`src/rtl/mpu9250_burst_sequencer.sv`:
```
// mpu9250_burst_sequencer: command sequencer in front of an i2c_master.
// After start it issues a one-time PWR_MGMT_1 wake-up write, then on every
// sample tick a pointer write to ACCEL_XOUT_H followed by a 14-byte burst
// read. The seven big-endian words are published together with a one-cycle
// sample_valid strobe.
//
// Master handshake: en together with addr/write/wdata/multibyte_n is an
// offer that is held unchanged until the master accepts it (act=1). Every
// next pulse completes one byte. The following clk updates en/write/wdata/
// multibyte_n for the next byte, and those values are then held until the
// next pulse or until act=0. Dropping en after a next pulse ends the
// transaction: the master NACKs a pending read and sends STOP. An err pulse
// is a NACK from the slave. It takes priority over a next pulse in the same
// cycle.
module mpu9250_burst_sequencer #(
  parameter int unsigned SYSTEM_CLOCK = 100_000_000,
  parameter int unsigned SAMPLE_RATE  = 100,
  parameter logic [6:0]  DEV_ADDR     = 7'h68,
  parameter logic [7:0]  PWR_REG      = 8'h6B,
  parameter logic [7:0]  PWR_VAL      = 8'h01,
  parameter logic [7:0]  BURST_REG    = 8'h3B
) (
  input  logic        clk,
  input  logic        rst_n,
  input  logic        start,
  output logic        i2c_en,
  output logic [6:0]  i2c_addr,
  output logic        i2c_write,
  output logic [7:0]  i2c_wdata,
  output logic        i2c_multibyte_n,
  input  logic [7:0]  i2c_rdata,
  input  logic        i2c_act,
  input  logic        i2c_err,
  input  logic        i2c_next,
  output logic [15:0] accel_x,
  output logic [15:0] accel_y,
  output logic [15:0] accel_z,
  output logic [15:0] temp,
  output logic [15:0] gyro_x,
  output logic [15:0] gyro_y,
  output logic [15:0] gyro_z,
  output logic        sample_valid,
  output logic        busy,
  output logic        nack_err,
  output logic        overrun,
  output logic [2:0]  state_dbg
);

  localparam int unsigned TICK_PERIOD = SYSTEM_CLOCK / SAMPLE_RATE;
  localparam int unsigned CW = (TICK_PERIOD > 1) ? $clog2(TICK_PERIOD) : 1;

  typedef enum logic [2:0] {
    IDLE     = 3'd0,
    INIT_REG = 3'd1,
    INIT_VAL = 3'd2,
    PTR      = 3'd3,
    READ     = 3'd4,
    DRAIN    = 3'd5
  } state_t;

  state_t         state, state_d;
  logic [CW-1:0]  tick_cnt;
  logic           tick;
  logic           start_q;
  logic [3:0]     k, k_d;
  logic [111:0]   rx_buf, buf_d;
  logic           init_done, init_done_d;
  logic           xfer_init, xfer_init_d;
  logic           xfer_ok, xfer_ok_d;
  logic           en_d, write_d, mb_d;
  logic [7:0]     wdata_d;
  logic           nack_d, overrun_d;
  logic           publish;

  assign i2c_addr  = DEV_ADDR;
  assign busy      = (state != IDLE);
  assign state_dbg = state;
  assign tick      = start && (tick_cnt == CW'(TICK_PERIOD - 1));

  // Sample-period counter; runs only while start is high and wraps on tick.
  always_ff @(posedge clk or negedge rst_n) begin
    if (!rst_n) begin
      tick_cnt <= '0;
    end else if (!start || tick) begin
      tick_cnt <= '0;
    end else begin
      tick_cnt <= tick_cnt + 1'b1;
    end
  end

  // FSM state register.
  always_ff @(posedge clk or negedge rst_n) begin
    if (!rst_n) begin
      state <= IDLE;
    end else begin
      state <= state_d;
    end
  end

  // Next-state logic plus next values of the master controls and flags.
  always_comb begin
    state_d     = state;
    en_d        = i2c_en;
    write_d     = i2c_write;
    wdata_d     = i2c_wdata;
    mb_d        = i2c_multibyte_n;
    k_d         = k;
    buf_d       = rx_buf;
    init_done_d = init_done;
    xfer_init_d = xfer_init;
    xfer_ok_d   = xfer_ok;
    nack_d      = nack_err;
    overrun_d   = overrun;
    publish     = 1'b0;

    if (start && !start_q) begin
      nack_d    = 1'b0;
      overrun_d = 1'b0;
    end
    // A tick that finds a transaction in flight is recorded and dropped.
    if (tick && state != IDLE) overrun_d = 1'b1;

    if (state != IDLE && i2c_err) begin
      nack_d    = 1'b1;
      en_d      = 1'b0;
      xfer_ok_d = 1'b0;
      state_d   = DRAIN;
    end else begin
      case (state)
        IDLE: begin
          if (start && !init_done) begin
            state_d     = INIT_REG;
            en_d        = 1'b1;
            write_d     = 1'b1;
            wdata_d     = PWR_REG;
            mb_d        = 1'b0;
            xfer_init_d = 1'b1;
            xfer_ok_d   = 1'b0;
          end else if (start && tick) begin
            state_d     = PTR;
            en_d        = 1'b1;
            write_d     = 1'b1;
            wdata_d     = BURST_REG;
            mb_d        = 1'b0;
            xfer_init_d = 1'b0;
            xfer_ok_d   = 1'b0;
          end
        end
        INIT_REG: begin
          if (i2c_next) begin
            state_d = INIT_VAL;
            wdata_d = PWR_VAL;
          end
        end
        INIT_VAL: begin
          if (i2c_next) begin
            en_d      = 1'b0;
            xfer_ok_d = 1'b1;
            state_d   = DRAIN;
          end
        end
        PTR: begin
          if (i2c_next) begin
            // Direction change forces a repeated start into the read.
            write_d = 1'b0;
            mb_d    = 1'b1;
            k_d     = 4'd0;
            state_d = READ;
          end
        end
        READ: begin
          if (i2c_next) begin
            buf_d = {rx_buf[103:0], i2c_rdata};
            k_d   = k + 4'd1;
            if (k == 4'd13) begin
              en_d      = 1'b0;
              xfer_ok_d = 1'b1;
              state_d   = DRAIN;
            end else begin
              mb_d = 1'b0;
            end
          end
        end
        DRAIN: begin
          if (!i2c_act) begin
            state_d = IDLE;
            if (xfer_ok) begin
              if (xfer_init) init_done_d = 1'b1;
              else           publish     = 1'b1;
            end
          end
        end
        default: state_d = IDLE;
      endcase
    end
  end

  // Master controls, byte buffer, flags and the published sample registers.
  always_ff @(posedge clk or negedge rst_n) begin
    if (!rst_n) begin
      i2c_en          <= 1'b0;
      i2c_write       <= 1'b1;
      i2c_wdata       <= 8'h00;
      i2c_multibyte_n <= 1'b1;
      k               <= 4'd0;
      rx_buf          <= '0;
      init_done       <= 1'b0;
      xfer_init       <= 1'b0;
      xfer_ok         <= 1'b0;
      nack_err        <= 1'b0;
      overrun         <= 1'b0;
      start_q         <= 1'b0;
      sample_valid    <= 1'b0;
      accel_x         <= '0;
      accel_y         <= '0;
      accel_z         <= '0;
      temp            <= '0;
      gyro_x          <= '0;
      gyro_y          <= '0;
      gyro_z          <= '0;
    end else begin
      i2c_en          <= en_d;
      i2c_write       <= write_d;
      i2c_wdata       <= wdata_d;
      i2c_multibyte_n <= mb_d;
      k               <= k_d;
      rx_buf          <= buf_d;
      init_done       <= init_done_d;
      xfer_init       <= xfer_init_d;
      xfer_ok         <= xfer_ok_d;
      nack_err        <= nack_d;
      overrun         <= overrun_d;
      start_q         <= start;
      sample_valid    <= publish;
      if (publish) begin
        accel_x <= rx_buf[111:96];
        accel_y <= rx_buf[95:80];
        accel_z <= rx_buf[79:64];
        temp    <= rx_buf[63:48];
        gyro_x  <= rx_buf[47:32];
        gyro_y  <= rx_buf[31:16];
        gyro_z  <= rx_buf[15:0];
      end
    end
  end

endmodule
```
`config.mk`:
```
export PLATFORM = sky130hd
export DESIGN_NAME = mpu9250_burst_sequencer
export DESIGN_NICKNAME = d
export VERILOG_FILES = /design/src/rtl/mpu9250_burst_sequencer.sv
export SDC_FILE = /design/constraint.sdc
export NUM_CORES = 1
export LEC_CHECK = 0
export CAP_MARGIN = 20
export CORE_AREA = 2 2 135 151
export CTS_CLUSTER_DIAMETER = 150
export DETAILED_ROUTE_END_ITERATION = 8
export DIE_AREA = 0 0 137 153
export GPL_ROUTABILITY_DRIVEN = 0
export PLACE_DENSITY = 0.86
export SETUP_SLACK_MARGIN = 0.05
export SLEW_MARGIN = 20
export SYNTH_ARGS = -nofsm -noshare
export SYNTH_HDL_FRONTEND = slang
export SYNTH_SLANG_ARGS = --single-unit
```
`constraint.sdc`:
```
create_clock -name clk -period 5.2 [get_ports clk]
set_input_delay 1.04 -clock clk [delete_from_list [all_inputs] [get_ports clk]]
set_output_delay 1.04 -clock clk [all_outputs]
set_load 0.1 [all_outputs]
```
==> flow_metrics.tcl, run 1 <==
set metrics [dict create \
    final_common_cell "dfrtp_1" \
    synth_cell_types 59 \
    first_global_vias 6272 \
    ant_nets 0 \
    ctsHoldBuffers 0 \
    status "finished, final reports clean" \
    drt_wl_total_mm 19.51 \
    ys_ff_latch 265 \
    cp_top_family "buffers and inverters" \
    cap_violations 0 \
    peakVddDrop_mv 0.5092 \
    arrival_ns 2.63 \
    cts_made_buffers 26 \
    setup-tns-final_ns 0 \
    clkTransAtPathRegs_ns 0.06 \
    cp.required_ns 4.16 \
    htree_levels 1 \
    worst_setup_path_end_kind "output port" \
    critPathMaxStageDelay_ns 0.99 \
    setup_viol 0 \
    vias_per_cell 5.428 \
    die-area_mm2 0.02096 \
    core_mm2 0.01946 \
    cts_root_buf "clkbuf_16" \
    insertion_delay_ns 0.52 \
    p_leak_nw 6.188 \
    dpl.hpwl_mm 12.68 \
    layout_common_cells "dfrtp_1, mux2_2, clkdlybuf4s50_1" \
    layout-drive-gt1-share 0.3400 \
    initial_core_util 0.5412 \
    post_cts_buffers 0 \
    ioPinCount 151 \
    drtPass1Iterations 4 \
    period_share 0.7048 \
    die_w_um 137 \
    fmax_ghz 0.2728 \
    rows 54 \
    grt_use_total 0.1924 \
    crit_slowest_cell "clkdlybuf4s50_1" \
    drt_iter0_drc 206 \
    crit_path_start_kind "register" \
    maxSlewViolCount 0 \
    wire_per_inst_um 17.65 \
    grt.overflow.total 0 \
    cp_cell_sequence "nor3_1, inv_1, clkdlybuf4s50_1" \
    crit_path_max_fanout 13 \
    holdCritPathClass "register to register" \
    final-hold-violation-count 0 \
    area_growth_pct 23.21 \
    synth_area_per_cell_um2 15.20 \
    synth_edf_count 0 \
    cts_resized 0 \
    synth_cells 693 \
    period_minus_slack_ns 3.665 \
    fin_skew_ns 0.01726 \
    worst_pin_slew_ns 1.077 \
    ys_warn_count 0 \
    antenna_found_initial 0 \
    grt_max_degree 120 \
    clockBufferDepth 3 \
    nNetsFinal 850 \
    slew_headroom 0.2796 \
    cts_sinks 265 \
    antennaDiodeCount 0 \
    fin_hold_ws_ns 0.4709 \
    syn_area_mm2 0.01053 \
    p_per_area_mw_per_mm2 493.8 \
    rsz0062_at_grt "no" \
    die_h_um 153 \
    async_flop_share 1.000 \
    critPathKind "register to output port" \
    cts_tree "built" \
    yosysSeqAreaShare 0.6299 \
    synth_ff_type "dfrtp_1" \
    via_count 5998 \
    remaining_drc_errors 0 \
    port-buffer-count 141 \
    crit_buf_inv 2 \
    grt_pass1_wl_mm 32.50 \
]
==> Yosys cell counts, drive strengths merged (2+ instances only) <==
library cell    n  area, um^2
dfrtp         263        6581
mux2          224        2522
buf            42       344.1
nor2           21       81.33
nand2          15       58.81
nand3          13       70.07
o21ai          12       63.81
xor2           11       96.34
inv            10       37.54
a21oi           8       40.04
nand4           8       71.32
nor2b           7       51.30
o31ai           5       37.54
or4             5       37.54
and3            3       18.77
ha              3       37.54
or3             3       25.03
xnor2           3       26.28
a31o            2       17.52
and4            2       17.52
conb            2       7.510
dfstp           2       52.55
mux2i           2       20.02
nand2b          2       12.51
nand4b          2       17.52
nor4b           2       23.77
o22ai           2       12.51
or2             2       12.51
==> cells by family after synthesis <==
kind of cell	count (synthesis)	synth area share
DFF	265	0.6299
adders and majority gates	3	0.003565
AOI/OAI and AO/OA	40	0.02531
xor gates and xnor gates	14	0.01164
muxes	226	0.2414
and+or+nand+nor	90	0.05085
buffers and inverters	53	0.03659
other	2	0.0007131
==> worst reg2reg max path, delay by kind of cell, from the launching register on <==
family / cells / cell delay [ns]
buffers and inverters: 1 / 0.67
multiplexers: 1 / 0.48
flip-flops: 1 / 0.62
AND/OR/NAND/NOR: 3 / 0.67
==> flip-flops by register name (all words and copies together) (netlist names), 3 cells and up <==
name	cells
rx_buf	112
tick_cnt	20
accel_x	16
accel_y	16
accel_z	16
gyro_x	16
gyro_y	16
gyro_z	16
temp	16
i2c_wdata	4
k	4
state_dbg	3
==> metrics by stage <==
step | utilization | setup slack, ns | cells | instance area, um^2 | power (mW)
after CTS | 0.6669 | 1.518 | 1105 | 12980 | 6.475
after global placement | 0.6177 | 1.587 | 1057 | 12020 | 4.370
after floorplan | - | 2.137 | 700 | 10560 | 3.962
after detailed placement | 0.6177 | 1.544 | 1057 | 12020 | 4.409
after global routing | 0.6669 | 1.345 | 1105 | 12980 | 6.662
final | 0.6669 | 1.535 | 1105 | 12980 | 6.408
==> final timing paths <==
kind	from	slack (ns)	to	cells after the start
setup / recovery	state_dbg[1]$_DFFE_PN0P_	1.53	busy	3
hold / removal	tick_cnt[0]$_DFF_PN0_	0.47	tick_cnt[0]$_DFF_PN0_	1
setup reg to reg	state_dbg[2]$_DFFE_PN0P_	2.65	gyro_z[5]$_DFFE_PN0P_	5
hold reg to reg	tick_cnt[0]$_DFF_PN0_	0.47	tick_cnt[0]$_DFF_PN0_	1
max in group asynchronous	rst_n	3.42	i2c_write$_DFFE_PN1P_	2
min in group asynchronous	rst_n	0.60	tick_cnt[15]$_DFF_PN0_	1
==> layout make-up <==
type,instances,area [um^2]
flip-flops and latches,265,6634
fillers,1369,6482
multi-input cells,382,3551
repair buffers,148,1481
clock buffers,42,802.0
well taps,252,315.3
clock inverters,6,155.1
inverters,10,37.54
==> layer usage <==
metal	GRT usage	vias up	wire length [um]	share of wire
met5	0	-	0	0
met1	0.2520	3060	8064	0.41
met3	0.05871	39	1523	0.078
met4	0.05498	0	450	0.023
li1	-	2716	-	-
met2	0.3108	183	9471	0.49
==> report_power, final <==
part	switching [mW]	internal (mW)	total, mW	leakage [nW]
clock	0.739	1.30	2.04	0.467
sequential	0.237	2.36	2.60	3.61
combinational	1.24	0.532	1.77	2.11
Power figures use the tool's default switching activity.
==> inputs of run 2 (changes only) <==
--- a/config.mk
+++ b/config.mk
@@ -6,12 +6,12 @@
 export NUM_CORES = 1
 export LEC_CHECK = 0
 export CAP_MARGIN = 20
-export CORE_AREA = 2 2 135 151
+export CORE_AREA = 2 2 143 159
 export CTS_CLUSTER_DIAMETER = 150
 export DETAILED_ROUTE_END_ITERATION = 8
-export DIE_AREA = 0 0 137 153
+export DIE_AREA = 0 0 145 161
 export GPL_ROUTABILITY_DRIVEN = 0
-export PLACE_DENSITY = 0.86
+export PLACE_DENSITY = 0.81
 export SETUP_SLACK_MARGIN = 0.05
 export SLEW_MARGIN = 20
 export SYNTH_ARGS = -nofsm -noshare
==> constraint.sdc (replaced) <==
create_clock -name clk -period 2.95 [get_ports clk]
set_input_delay 0.59 -clock clk [delete_from_list [all_inputs] [get_ports clk]]
set_output_delay 0.59 -clock clk [all_outputs]
set_load 0.1 [all_outputs]
==> flow_metrics.tcl, run 2 (synthesis results as in run 1) <==
set metrics [dict create \
    nNetsFinal 859 \
    p_leak_nw 6.488 \
    grt.overflow.total 0 \
    antennaDiodeCount 0 \
    setup_ws_ns 0.4474 \
    final_area_mm2 0.01281 \
    final_core_util 0.5887 \
    die_w_um 145 \
    antenna_found_initial 0 \
    layout-drive-gt1-share 0.4971 \
    port-buffer-count 141 \
    final-hold-violation-count 0 \
    slew_headroom 0.5106 \
    fin_total_pwr_mw 11.05 \
    critPathKind "register to output port" \
    reg_top3 "rx_buf: 112 flops, tick_cnt: 20 flops" \
    cts_tree "built" \
    ctsHoldBuffers 0 \
    fin_hold_ws_ns 0.05924 \
    clkTransAtPathRegs_ns 0.06 \
    vias_per_cell 5.151 \
    maxSlewViolCount 0 \
    fmax_ghz 0.3996 \
    setup-tns-final_ns 0 \
    first_global_vias 6186 \
    worst_pin_slew_ns 0.7340 \
    placedInstanceArea_mm2 0.01190 \
    setup_viol 0 \
    cts_resized 0 \
    critPathMaxStageDelay_ns 0.55 \
    use_met1 0.2248 \
    grt_max_degree 117 \
    largest_reg_flops 112 \
    grt_pass1_wl_mm 32.51 \
    die-area_mm2 0.02335 \
    p_per_area_mw_per_mm2 862.5 \
    wire_per_inst_um 17.03 \
    initial_core_util 0.4842 \
    dpl.hpwl_mm 12.96 \
    htree_levels 1 \
    arrival_ns 1.91 \
    grt_use_total 0.1689 \
    via_count 5955 \
    drt_iter0_drc 213 \
    rows 57 \
    remaining_drc_errors 0 \
    insertion_delay_ns 0.52 \
    place_inst 1108 \
    rsz0062_at_grt "no" \
    status "finished, final reports clean" \
    clockBufferDepth 3 \
    dp_slack_ns 0.3984 \
    rrSetupSlack_ns 0.76 \
    holdCritPathClass "input port to asynchronous set/reset pin" \
    cts_root_buf "clkbuf_16" \
    crit_slowest_cell "dfrtp_1" \
    grt_use_met3 0.04689 \
    cts_made_buffers 27 \
    fill_cells 1698 \
    ioPinCount 151 \
    cp.required_ns 2.36 \
    crit_path_start_kind "register" \
    die_h_um 161 \
    worst_setup_path_end_kind "output port" \
    top_register "rx_buf" \
    period_minus_slack_ns 2.503 \
    post_cts_buffers 0 \
    fin_cells 1156 \
    cap_violations 0 \
    met2_usage 0.2779 \
    layout_common_cells "dfrtp_1, mux2_2, buf_4" \
    cp_top_family "flip-flops" \
    cp_cell_sequence "nor3_1, inv_1, buf_4" \
    crit_buf_inv 2 \
    crit_path_max_fanout 13 \
    drt_wl_total_mm 19.69 \
    cts_sinks 265 \
    drtPass1Iterations 5 \
    core_mm2 0.02175 \
    peakVddDrop_mv 1.019 \
    ant_nets 0 \
    area_growth_pct 21.60 \
    final_common_cell "dfrtp_1" \
    period_share 0.8483 \
    fin_skew_ns 0.01208 \
    top_usage_layer "met2" \
]
-- run 2: cell count changes in the layout (fill, tap and decap cells not counted), sizes merged --
cell | before | now
clkdlybuf4s50 | 140 | 12
bufinv | 5 | 2
clkinv | 1 | 4
buf | 8 | 144
-- run 2: final timing paths --
check,start,end,cells after the start
setup / recovery,state_dbg[2]$_DFFE_PN0P_,busy,3
hold / removal,rst_n,tick_cnt[17]$_DFF_PN0_,1
setup reg to reg,state_dbg[2]$_DFFE_PN0P_,accel_y[9]$_DFFE_PN0P_,6
hold reg to reg,tick_cnt[0]$_DFF_PN0_,tick_cnt[0]$_DFF_PN0_,1
max in group asynchronous,rst_n,rx_buf[19]$_DFFE_PN0P_,2
min in group clk,tick_cnt[0]$_DFF_PN0_,tick_cnt[0]$_DFF_PN0_,1
-- run 2: area by class of cell --
| cell class | instances | area [um^2] | share of cell area |
|---|---|---|---|
| clock buffers | 42 | 822.0 | 0.06419 |
| clock inverters | 6 | 83.83 | 0.006546 |
| inverters | 10 | 37.54 | 0.002931 |
| multi-input cells | 382 | 3551 | 0.2773 |
| flip-flops and latches | 265 | 6634 | 0.5180 |
| well taps | 295 | 369.1 | 0.02882 |
| repair buffers | 156 | 1309 | 0.1022 |
-- run 2: layer usage --
| layer | up-vias | share of wire |
|---|---|---|
| met3 | 29 | 0.071 |
| li1 | 2733 | - |
| met2 | 164 | 0.48 |
| met4 | 0 | 0.016 |
| met5 | - | 0 |
| met1 | 3029 | 0.43 |
-- run 2: power by group --
group          switching [mW]  total [mW]  leakage, nW  internal [mW]
clock                    1.32        3.40        0.449           2.08
combinational            2.17        3.05         2.43          0.878
sequential              0.426        4.60         3.61           4.17
total                    3.92        11.0         6.49           7.13
==> inputs of run 3 (changes only) <==
--- a/config.mk
+++ b/config.mk
@@ -6,12 +6,12 @@
 export NUM_CORES = 1
 export LEC_CHECK = 0
 export CAP_MARGIN = 20
-export CORE_AREA = 2 2 143 159
+export CORE_AREA = 2 2 137 152
 export CTS_CLUSTER_DIAMETER = 150
 export DETAILED_ROUTE_END_ITERATION = 8
-export DIE_AREA = 0 0 145 161
+export DIE_AREA = 0 0 139 154
 export GPL_ROUTABILITY_DRIVEN = 0
-export PLACE_DENSITY = 0.81
+export PLACE_DENSITY = 0.84
 export SETUP_SLACK_MARGIN = 0.05
 export SLEW_MARGIN = 20
 export SYNTH_ARGS = -nofsm -noshare
==> constraint.sdc (replaced) <==
create_clock -name clk -period 2.31 [get_ports clk]
set_input_delay 0.462 -clock clk [delete_from_list [all_inputs] [get_ports clk]]
set_output_delay 0.462 -clock clk [all_outputs]
set_load 0.1 [all_outputs]
==> flow_metrics.tcl, run 3 (synthesis results as in run 1) <==
set metrics [dict create \
    status "finished, final reports clean" \
    reg_top3 "rx_buf: 112 flops, tick_cnt: 20 flops" \
    wire_per_inst_um 17.85 \
    remaining_drc_errors 0 \
    worst_setup_path_end_kind "output port" \
    crit_buf_inv 2 \
    setup-tns-final_ns 0 \
    layout-drive-gt1-share 0.5092 \
    p_leak_nw 6.541 \
    drtPass1Iterations 5 \
    final_common_cell "dfrtp_1" \
    grt_max_degree 65 \
    fmax_ghz 0.4514 \
    die_h_um 154 \
    area_growth_pct 22.19 \
    drt_wl_total_mm 20.10 \
    slew_headroom 0.6637 \
    port-buffer-count 141 \
    cp_cell_sequence "nor3_4, clkinvlp_4, buf_12" \
    holdCritPathClass "register to register" \
    period_minus_slack_ns 2.215 \
    core_mm2 0.01973 \
    antennaDiodeCount 0 \
    dpl.hpwl_mm 13.36 \
    cp.required_ns 1.85 \
    top_register "rx_buf" \
    grt_pass1_wl_mm 33.25 \
    cap_violations 0 \
    fin_hold_ws_ns 0.4650 \
    ant_nets 0 \
    initial_core_util 0.5338 \
    p_per_area_mw_per_mm2 1092 \
    period_share 0.9590 \
    fin_total_pwr_mw 14.06 \
    critPathKind "register to output port" \
    fill_cells 1449 \
    crit_path_max_fanout 13 \
    clockBufferDepth 3 \
    fin_skew_ns 0.01011 \
    crit_slowest_cell "dfrtp_4" \
    rows 54 \
    maxSlewViolCount 0 \
    use_met1 0.2445 \
    clkTransAtPathRegs_ns 0.06 \
    cts_sinks 265 \
    htree_levels 1 \
    die_w_um 139 \
    cts_tree "built" \
    cts_root_buf "clkbuf_16" \
    grt.overflow.total 0 \
    antenna_found_initial 0 \
    top_usage_layer "met2" \
    cts_made_buffers 26 \
    ioPinCount 151 \
    arrival_ns 1.75 \
    crit_path_start_kind "register" \
    largest_reg_flops 112 \
    cp_top_family "flip-flops" \
    die-area_mm2 0.02141 \
    rsz0062_at_grt "no" \
    via_count 6005 \
    met2_usage 0.3329 \
    vias_per_cell 5.333 \
    peakVddDrop_mv 1.176 \
    grt_use_total 0.1884 \
    layout_common_cells "dfrtp_1, mux2_2, buf_4" \
    first_global_vias 6435 \
    final-hold-violation-count 0 \
    grt_use_met3 0.03675 \
    worst_pin_slew_ns 0.5045 \
    setup_viol 0 \
    nNetsFinal 871 \
    insertion_delay_ns 0.51 \
    critPathMaxStageDelay_ns 0.55 \
    drt_iter0_drc 237 \
]
## run 3: worst register-to-register path: cells and delay by family (launching register included)
family                 cells  cell delay, ns
buffers and inverters      2            0.33
muxes                      1            0.36
and+or+nand+nor            3            0.64
DFF                        1            0.55
## run 3: power by group
part	internal, mW	total (mW)	switching, mW
Sequential	5.34	5.94	0.600
Combinational	1.21	4.01	2.80
Clock	2.42	4.11	1.70
Total	8.97	14.1	5.09
## run 3: final cells by class
cell class / count / area (um^2) / share of cell area
sequential: 265 / 6643 / 0.5162
multi-input combinational: 382 / 3566 / 0.2771
timing repair buffer: 169 / 1459 / 0.1134
clock buffer: 39 / 770.7 / 0.05989
tap: 252 / 315.3 / 0.02450
clock inverter: 9 / 73.82 / 0.005737
inverter: 10 / 41.29 / 0.003209
## run 3: metal layers
metal	up-vias	wire (um)
li1	2766	-
met1	3093	8456
met2	123	10460
met3	23	967
met4	0	218
met5	-	0
## run 3: final timing paths
check                                         start                       end  slack (ns)  cells after the start
max                        state_dbg[1]$_DFFE_PN0P_                      busy        0.09                      3
min                           tick_cnt[0]$_DFF_PN0_     tick_cnt[0]$_DFF_PN0_        0.47                      1
max reg2reg                state_dbg[1]$_DFFE_PN0P_    gyro_x[10]$_DFFE_PN0P_        0.31                      6
min reg2reg                   tick_cnt[0]$_DFF_PN0_     tick_cnt[0]$_DFF_PN0_        0.47                      1
max in group asynchronous                     rst_n     rx_buf[5]$_DFFE_PN0P_        1.13                      3
min in group asynchronous                     rst_n  state_dbg[1]$_DFFE_PN0P_        0.50                      2
## run 3: metrics by stage
step	utilization	setup slack (ns)	area (um^2)	cells
after floorplan	-	0.06301	10590	700
after global placement	0.6082	0.04194	12000	1075
after detailed placement	0.6082	0.03075	12000	1075
after CTS	0.6515	0.08181	12850	1124
after global routing	0.6523	0.01118	12870	1126
final	0.6523	0.09464	12870	1126
## run 3: what timing repair did
action,CTS,global route
resized for setup,0,0
endpoints found under the hold margin,56,0
buffers inserted,0,2
hold buffers,1,0
endpoints found under the setup margin,0,1
